==> config.mk <==
export PLATFORM = sky130hd
export DESIGN_NAME = musa_program_loader
export DESIGN_NICKNAME = d
export VERILOG_FILES = /design/src/rtl/musa_program_loader.sv
export SDC_FILE = /design/constraint.sdc
export NUM_CORES = 1
export LEC_CHECK = 0
export ABC_AREA = 1
export CAP_MARGIN = 20
export CORE_MARGIN = 4
export CORE_UTILIZATION = 60
export DETAILED_ROUTE_END_ITERATION = 8
export DONT_BUFFER_PORTS = 1
export GPL_TIMING_DRIVEN = 0
export PLACE_DENSITY = 0.74
export SYNTH_ARGS = -nofsm -noshare
export SYNTH_HDL_FRONTEND = slang
export SYNTH_SLANG_ARGS = --single-unit
==> constraint.sdc <==
create_clock -name clk_i -period 4.15 [get_ports clk_i]
set_input_delay 0.415 -clock clk_i [delete_from_list [all_inputs] [get_ports clk_i]]
set_output_delay 0.415 -clock clk_i [all_outputs]
set_load 0.01 [all_outputs]
==> src/rtl/musa_program_loader.sv <==
// Boot-time loader: takes a framed byte stream, writes big-endian words into instruction memory,
// verifies the XOR checksum and releases the core from reset only on success.
module musa_program_loader #(
  parameter int unsigned ADDR_WIDTH = 18,
  parameter int unsigned MAX_WORDS  = 256
) (
  input  logic                  clk_i,
  input  logic                  rst_n_i,  // active-high despite the name
  input  logic                  rx_valid_i,
  input  logic [7:0]            rx_data_i,
  output logic                  rx_ready_o,
  input  logic                  reload_i,
  output logic [ADDR_WIDTH-1:0] imem_address_o,
  output logic [31:0]           imem_data_o,
  output logic                  imem_wren_o,
  output logic                  core_rst_n_o,
  output logic                  busy_o,
  output logic                  done_o,
  output logic                  error_o
);

  if (MAX_WORDS > 65535 || (ADDR_WIDTH < 32 && 64'(MAX_WORDS) > (64'd1 << ADDR_WIDTH))) begin : g_chk
    $error("MAX_WORDS must fit both the 16-bit header and the address space");
  end

  typedef enum logic [2:0] {
    StHdrHi, StHdrLo, StData, StWrite, StCheck, StDone, StErr
  } state_e;

  state_e                state_q, state_d;
  logic [7:0]            hi_q, hi_d;
  logic [15:0]           n_q, n_d;
  logic [15:0]           idx_q, idx_d;
  logic [1:0]            bcnt_q, bcnt_d;
  logic [23:0]           asm_q, asm_d;
  logic [7:0]            csum_q, csum_d;
  logic [ADDR_WIDTH-1:0] addr_q, addr_d;
  logic [31:0]           data_q, data_d;
  logic                  wren_q, wren_d;
  logic                  rdy_q, rdy_d;
  logic                  crst_q, crst_d;
  logic                  busy_q, busy_d;
  logic                  done_q, done_d;
  logic                  err_q, err_d;

  logic        accept;
  logic [15:0] hdr_n;

  assign accept = rx_valid_i && rdy_q;
  assign hdr_n  = {hi_q, rx_data_i};

  always_comb begin
    state_d = state_q;
    hi_d    = hi_q;
    n_d     = n_q;
    idx_d   = idx_q;
    bcnt_d  = bcnt_q;
    asm_d   = asm_q;
    csum_d  = csum_q;
    addr_d  = addr_q;
    data_d  = data_q;
    wren_d  = 1'b0;

    unique case (state_q)
      StHdrHi: begin
        if (accept) begin
          hi_d    = rx_data_i;
          state_d = StHdrLo;
        end
      end
      StHdrLo: begin
        if (accept) begin
          n_d = hdr_n;
          if (32'(hdr_n) > MAX_WORDS) state_d = StErr;
          else if (hdr_n == 16'd0)    state_d = StCheck;
          else                        state_d = StData;
        end
      end
      StData: begin
        if (accept) begin
          asm_d  = {asm_q[15:0], rx_data_i};
          csum_d = csum_q ^ rx_data_i;
          bcnt_d = bcnt_q + 2'd1;
          // Fourth byte completes the word; launch the write from the unshifted value.
          if (bcnt_q == 2'd3) begin
            state_d = StWrite;
            wren_d  = 1'b1;
            addr_d  = ADDR_WIDTH'(idx_q);
            data_d  = {asm_q, rx_data_i};
          end
        end
      end
      StWrite: begin
        idx_d   = idx_q + 16'd1;
        state_d = (idx_q + 16'd1 == n_q) ? StCheck : StData;
      end
      StCheck: begin
        if (accept) state_d = (rx_data_i == csum_q) ? StDone : StErr;
      end
      StDone, StErr: begin
        if (reload_i) begin
          state_d = StHdrHi;
          idx_d   = '0;
          bcnt_d  = '0;
          csum_d  = '0;
          n_d     = '0;
          hi_d    = '0;
          asm_d   = '0;
        end
      end
      default: state_d = StHdrHi;
    endcase

    rdy_d  = (state_d == StHdrHi) || (state_d == StHdrLo) ||
             (state_d == StData)  || (state_d == StCheck);
    busy_d = (state_d != StDone) && (state_d != StErr);
    done_d = (state_d == StDone);
    err_d  = (state_d == StErr);
    crst_d = (state_d == StDone);
  end

  always_ff @(posedge clk_i or posedge rst_n_i) begin
    if (rst_n_i) begin
      state_q <= StHdrHi;
      hi_q    <= '0;
      n_q     <= '0;
      idx_q   <= '0;
      bcnt_q  <= '0;
      asm_q   <= '0;
      csum_q  <= '0;
      addr_q  <= '0;
      data_q  <= '0;
      wren_q  <= 1'b0;
      rdy_q   <= 1'b1;
      crst_q  <= 1'b0;
      busy_q  <= 1'b1;
      done_q  <= 1'b0;
      err_q   <= 1'b0;
    end else begin
      state_q <= state_d;
      hi_q    <= hi_d;
      n_q     <= n_d;
      idx_q   <= idx_d;
      bcnt_q  <= bcnt_d;
      asm_q   <= asm_d;
      csum_q  <= csum_d;
      addr_q  <= addr_d;
      data_q  <= data_d;
      wren_q  <= wren_d;
      rdy_q   <= rdy_d;
      crst_q  <= crst_d;
      busy_q  <= busy_d;
      done_q  <= done_d;
      err_q   <= err_d;
    end
  end

  assign rx_ready_o     = rdy_q;
  assign imem_address_o = addr_q;
  assign imem_data_o    = data_q;
  assign imem_wren_o    = wren_q;
  assign core_rst_n_o   = crst_q;
  assign busy_o         = busy_q;
  assign done_o         = done_q;
  assign error_o        = err_q;

endmodule

==> metrics.log <==
INFO  metric critical_path_buffer_and_inverter_count = 2
INFO  metric worstSetupStartpoint = rx_ready_o$_DFF_PP1_
INFO  metric synthTopCellsByArea = sky130_fd_sc_hd__dfrtp_1 (55%), sky130_fd_sc_hd__nand2_1 (11%), sky130_fd_sc_hd__o21ai_0 (7.5%), sky130_fd_sc_hd__inv_1 (5.7%), sky130_fd_sc_hd__nand3_1 (5.6%)
INFO  metric cts_tree = done
INFO  metric clkSlewWorstSetupHoldPaths = 70 ps
INFO  metric required = 4540 ps
INFO  metric crit_path_top_delay_cell = sky130_fd_sc_hd__dfstp_2
INFO  metric timing.max_slew.rel_slack = 53.0%
INFO  metric hold_path.startpoint = rx_data_i[6]
INFO  metric i_o_pins = 68
INFO  metric rsz0062_at_grt = false
INFO  metric syn2layout_area_growth = 13.3%
INFO  metric clock_tree.buffer_depth = 2
INFO  metric detailedPlacementHpwl = 9.81 mm
INFO  metric fillerInstances = 750
INFO  metric p_per_area = 794 nW/um2
INFO  metric worstReg2RegStart = rx_ready_o$_DFF_PP1_
INFO  metric detail_route.first_pass.iterations = 5
INFO  metric register_area_share_after_synthesis = 55.4%
INFO  metric gpl.final_weighted_congestion = 0.855
INFO  metric multi_input_area = 2170 um2
INFO  metric critical_path.top_delay_family = simple AND/OR/NAND/NOR gates
INFO  metric finalSetupViolations = 0
INFO  metric critPathMaxStageDelay = 560 ps
INFO  metric yosys.area.top_type = sky130_fd_sc_hd__dfrtp_1
INFO  metric hold_class = input port to flip-flop
INFO  metric ys_warn_count = 0
INFO  metric drt_iter0_markers = 356
INFO  metric post_cts_resized = 0
INFO  metric clock-sinks = 130
INFO  metric drt-total-wl = 14.0 mm
INFO  metric power.leakage = 0.00319 uW
INFO  metric layout.cells.non_filler = 861
INFO  metric finish.instance_area = 6650 um2
INFO  metric globalRouteOverflowTotal = 0
INFO  metric outcome = finished, final reports clean
INFO  metric yosysMostFrequentCell = sky130_fd_sc_hd__nand2_1
INFO  metric grt_max_degree = 78
INFO  metric antenna_violating_nets_post_route = 0
INFO  metric synthesis.instances = 697
INFO  metric post_synth.cell_area_avg = 8.42 um2
INFO  metric hold_slack = 103 ps
INFO  metric fin_worst_skew = 6.74 ps
INFO  metric vdd_ir_drop_max = 0.411 mV
INFO  metric drt_drc_violations_left = 0
INFO  metric wire_per_inst = 16.3 um
INFO  metric kind_of_critical_path = flip-flop to flip-flop
INFO  metric nNetsFinal = 733
INFO  metric number_of_synthesized_flops_with_an_enable_pin = 0
INFO  metric fin_total_pwr = 5280 uW
INFO  metric avgViaCountPerCell = 5.68
INFO  metric vias = 4889
INFO  metric synth_cell_type_count = 29
INFO  metric transition_at_the_pin_with_the_smallest_max_transition_slack = 706 ps
INFO  metric detailed_place.area = 6070 um2
INFO  metric final-max-slew-violation-count = 0
INFO  metric synthesis.area = 5870 um2
INFO  metric fin_crit = 2870 ps
INFO  metric place.detailed.instances = 828
INFO  metric endpoint_kind = flip-flop
INFO  metric seq_area = 3260 um2
INFO  metric ys.flop_type = sky130_fd_sc_hd__dfrtp_1
INFO  metric root_buffer = sky130_fd_sc_hd__clkbuf_8
INFO  metric crit_fanout = 10
INFO  metric layout-drive-gt1-share = 7.51%
INFO  metric grt_first_pass_wirelength = 23.4 mm
INFO  metric placement.io_buffers = 0
INFO  metric via_count_of_the_first_global_routing_pass = 4775
INFO  metric flip_flop_and_latch_count_after_synthesis = 130
INFO  metric critPathLaunchType = flip-flop
INFO  metric clock_insertion_delay_worst_skew = 520 ps
INFO  metric synthArstFlopShare = 100%
INFO  metric final_core_util = 71.0%
INFO  metric cap_viol_max_count = 0
INFO  metric finalHoldViolations = 0
INFO  metric floorplan.die.width = 107 um
INFO  metric post-route-period-util = 69.1%
INFO  metric clock_buffers_created_by_tritoncts = 17
INFO  metric synth.top_cell.area_share = 54.5%
INFO  metric grt_antenna_before_repair = 0
INFO  metric num_antenna_cells = 0
INFO  metric grt.total_usage = 26.1%
INFO  metric htree_num_levels = 4
INFO  metric synth_top_cells_by_count = sky130_fd_sc_hd__nand2_1 (178), sky130_fd_sc_hd__dfrtp_1 (128), sky130_fd_sc_hd__inv_1 (89), sky130_fd_sc_hd__o21ai_0 (88), sky130_fd_sc_hd__nand3_1 (66)
INFO  metric fp.dieArea = 11400 um2
INFO  metric rows = 35
INFO  metric critical_path.cell_chain = nand2_1 -> nor2_1 -> nand3_1 -> clkbuf_1 -> clkbuf_1 -> nand2_1 -> o21ai_0
INFO  metric core_region_area = 9370 um2
INFO  metric critical_path_arrival = 3260 ps
INFO  metric die_height = 107 um
INFO  metric clock.fmax = 0.348 GHz
INFO  metric initial_core_util = 62.7%
[placed cells by master (no fill, tap or decap), types with 4 or more instances in the layout]
| master | instances |
|---|---|
| sky130_fd_sc_hd__xnor2_1 | 4 |
| sky130_fd_sc_hd__clkbuf_1 | 20 |
| sky130_fd_sc_hd__inv_8 | 5 |
| sky130_fd_sc_hd__nand4_1 | 11 |
| sky130_fd_sc_hd__clkbuf_16 | 16 |
| sky130_fd_sc_hd__inv_6 | 8 |
| sky130_fd_sc_hd__nor2_2 | 6 |
| sky130_fd_sc_hd__o21ai_0 | 88 |
| sky130_fd_sc_hd__nand3_1 | 66 |
| sky130_fd_sc_hd__xor2_1 | 5 |
| sky130_fd_sc_hd__inv_1 | 88 |
| sky130_fd_sc_hd__nand2_1 | 178 |
| sky130_fd_sc_hd__nor2_1 | 41 |
| sky130_fd_sc_hd__dfrtp_1 | 128 |
| sky130_fd_sc_hd__o22ai_1 | 30 |
[layout make-up]
class / count / area share [%]
plain buffers: 25 / 1.62
clock buffers: 17 / 6.22
clock inverters: 15 / 2.41
inverters: 92 / 5.27
multi-input cells: 451 / 32.6
flip-flops and latches: 130 / 48.9
well taps: 129 / 2.43
repair buffers: 2 / 0.564
[kinds of logic after synthesis]
logic type	synth area share, %
AOI/OAI and AO/OA	11.4
xor gates and xnor gates	2.15
adders and majority gates	0.426
buffers and inverters	7.71
DFF	55.4
other	0.0639
and+or+nand+nor	22.8
[worst register-to-register path, stage by stage, from the launching register on]
cell and delay, ps:
sky130_fd_sc_hd__dfstp_2 560, sky130_fd_sc_hd__nand2_1 140, sky130_fd_sc_hd__nor2_1 440, sky130_fd_sc_hd__nand3_1 520
sky130_fd_sc_hd__clkbuf_1 420, sky130_fd_sc_hd__clkbuf_1 420, sky130_fd_sc_hd__nand2_1 140, sky130_fd_sc_hd__o21ai_0 90
[registers in the layout, indices dropped and copies added (netlist names)]
signal and count:
hi_q 8, imem_wren_o 1, bcnt_q 2, n_q 16, csum_q 8, imem_address_o 16, busy_o 1, done_o 1
rx_ready_o 1, state_q 3, asm_q 24, imem_data_o 32, idx_q 16, error_o 1
[power by group]
group | switching, uW | total [uW] | internal [uW]
Combinational | 1030 | 1560 | 535
Clock | 627 | 1450 | 826
Sequential | 453 | 2270 | 1810
[final timing paths]
kind / cells after the start / slack, ps / to
setup / recovery: 7 / 1280 / imem_address_o[14]$_DFFE_PP0P_
hold / removal: 2 / 100 / csum_q[6]$_DFFE_PP0P_
setup reg to reg: 7 / 1280 / imem_address_o[14]$_DFFE_PP0P_
hold reg to reg: 2 / 510 / n_q[15]$_DFFE_PP0P_
max in group asynchronous: 3 / 2980 / imem_data_o[2]$_DFFE_PP0P_
min in group asynchronous: 2 / 440 / imem_wren_o$_DFF_PP0_
[metal layers]
| layer | track usage (%) | vias up | share of wire [%] |
|---|---|---|---|
| met2 | 42.1 | 219 | 47 |
| met1 | 34.8 | 2326 | 43 |
| li1 | - | 2313 | - |
| met5 | 0 | - | 0 |
| met4 | 8.95 | 0 | 2.3 |
| met3 | 6.38 | 31 | 8.0 |
[stage by stage]
stage          setup TNS [ps]  worst slack, ps
3_3_place_gp          -120580             -950
2_1_floorplan               0              269
4_1_cts                     0             1360
5_1_grt                     0             1150
3_5_place_dp                0             1390
6_report                    0             1280
[repair_timing]
item | in CTS | in global routing
endpoints found under the setup margin | 0 | 0
setup buffers | 0 | 0
endpoints found under the hold margin | 51 | 0
hold buffers | 1 | 0
Note: power is estimated with default switching activity, not from simulation.
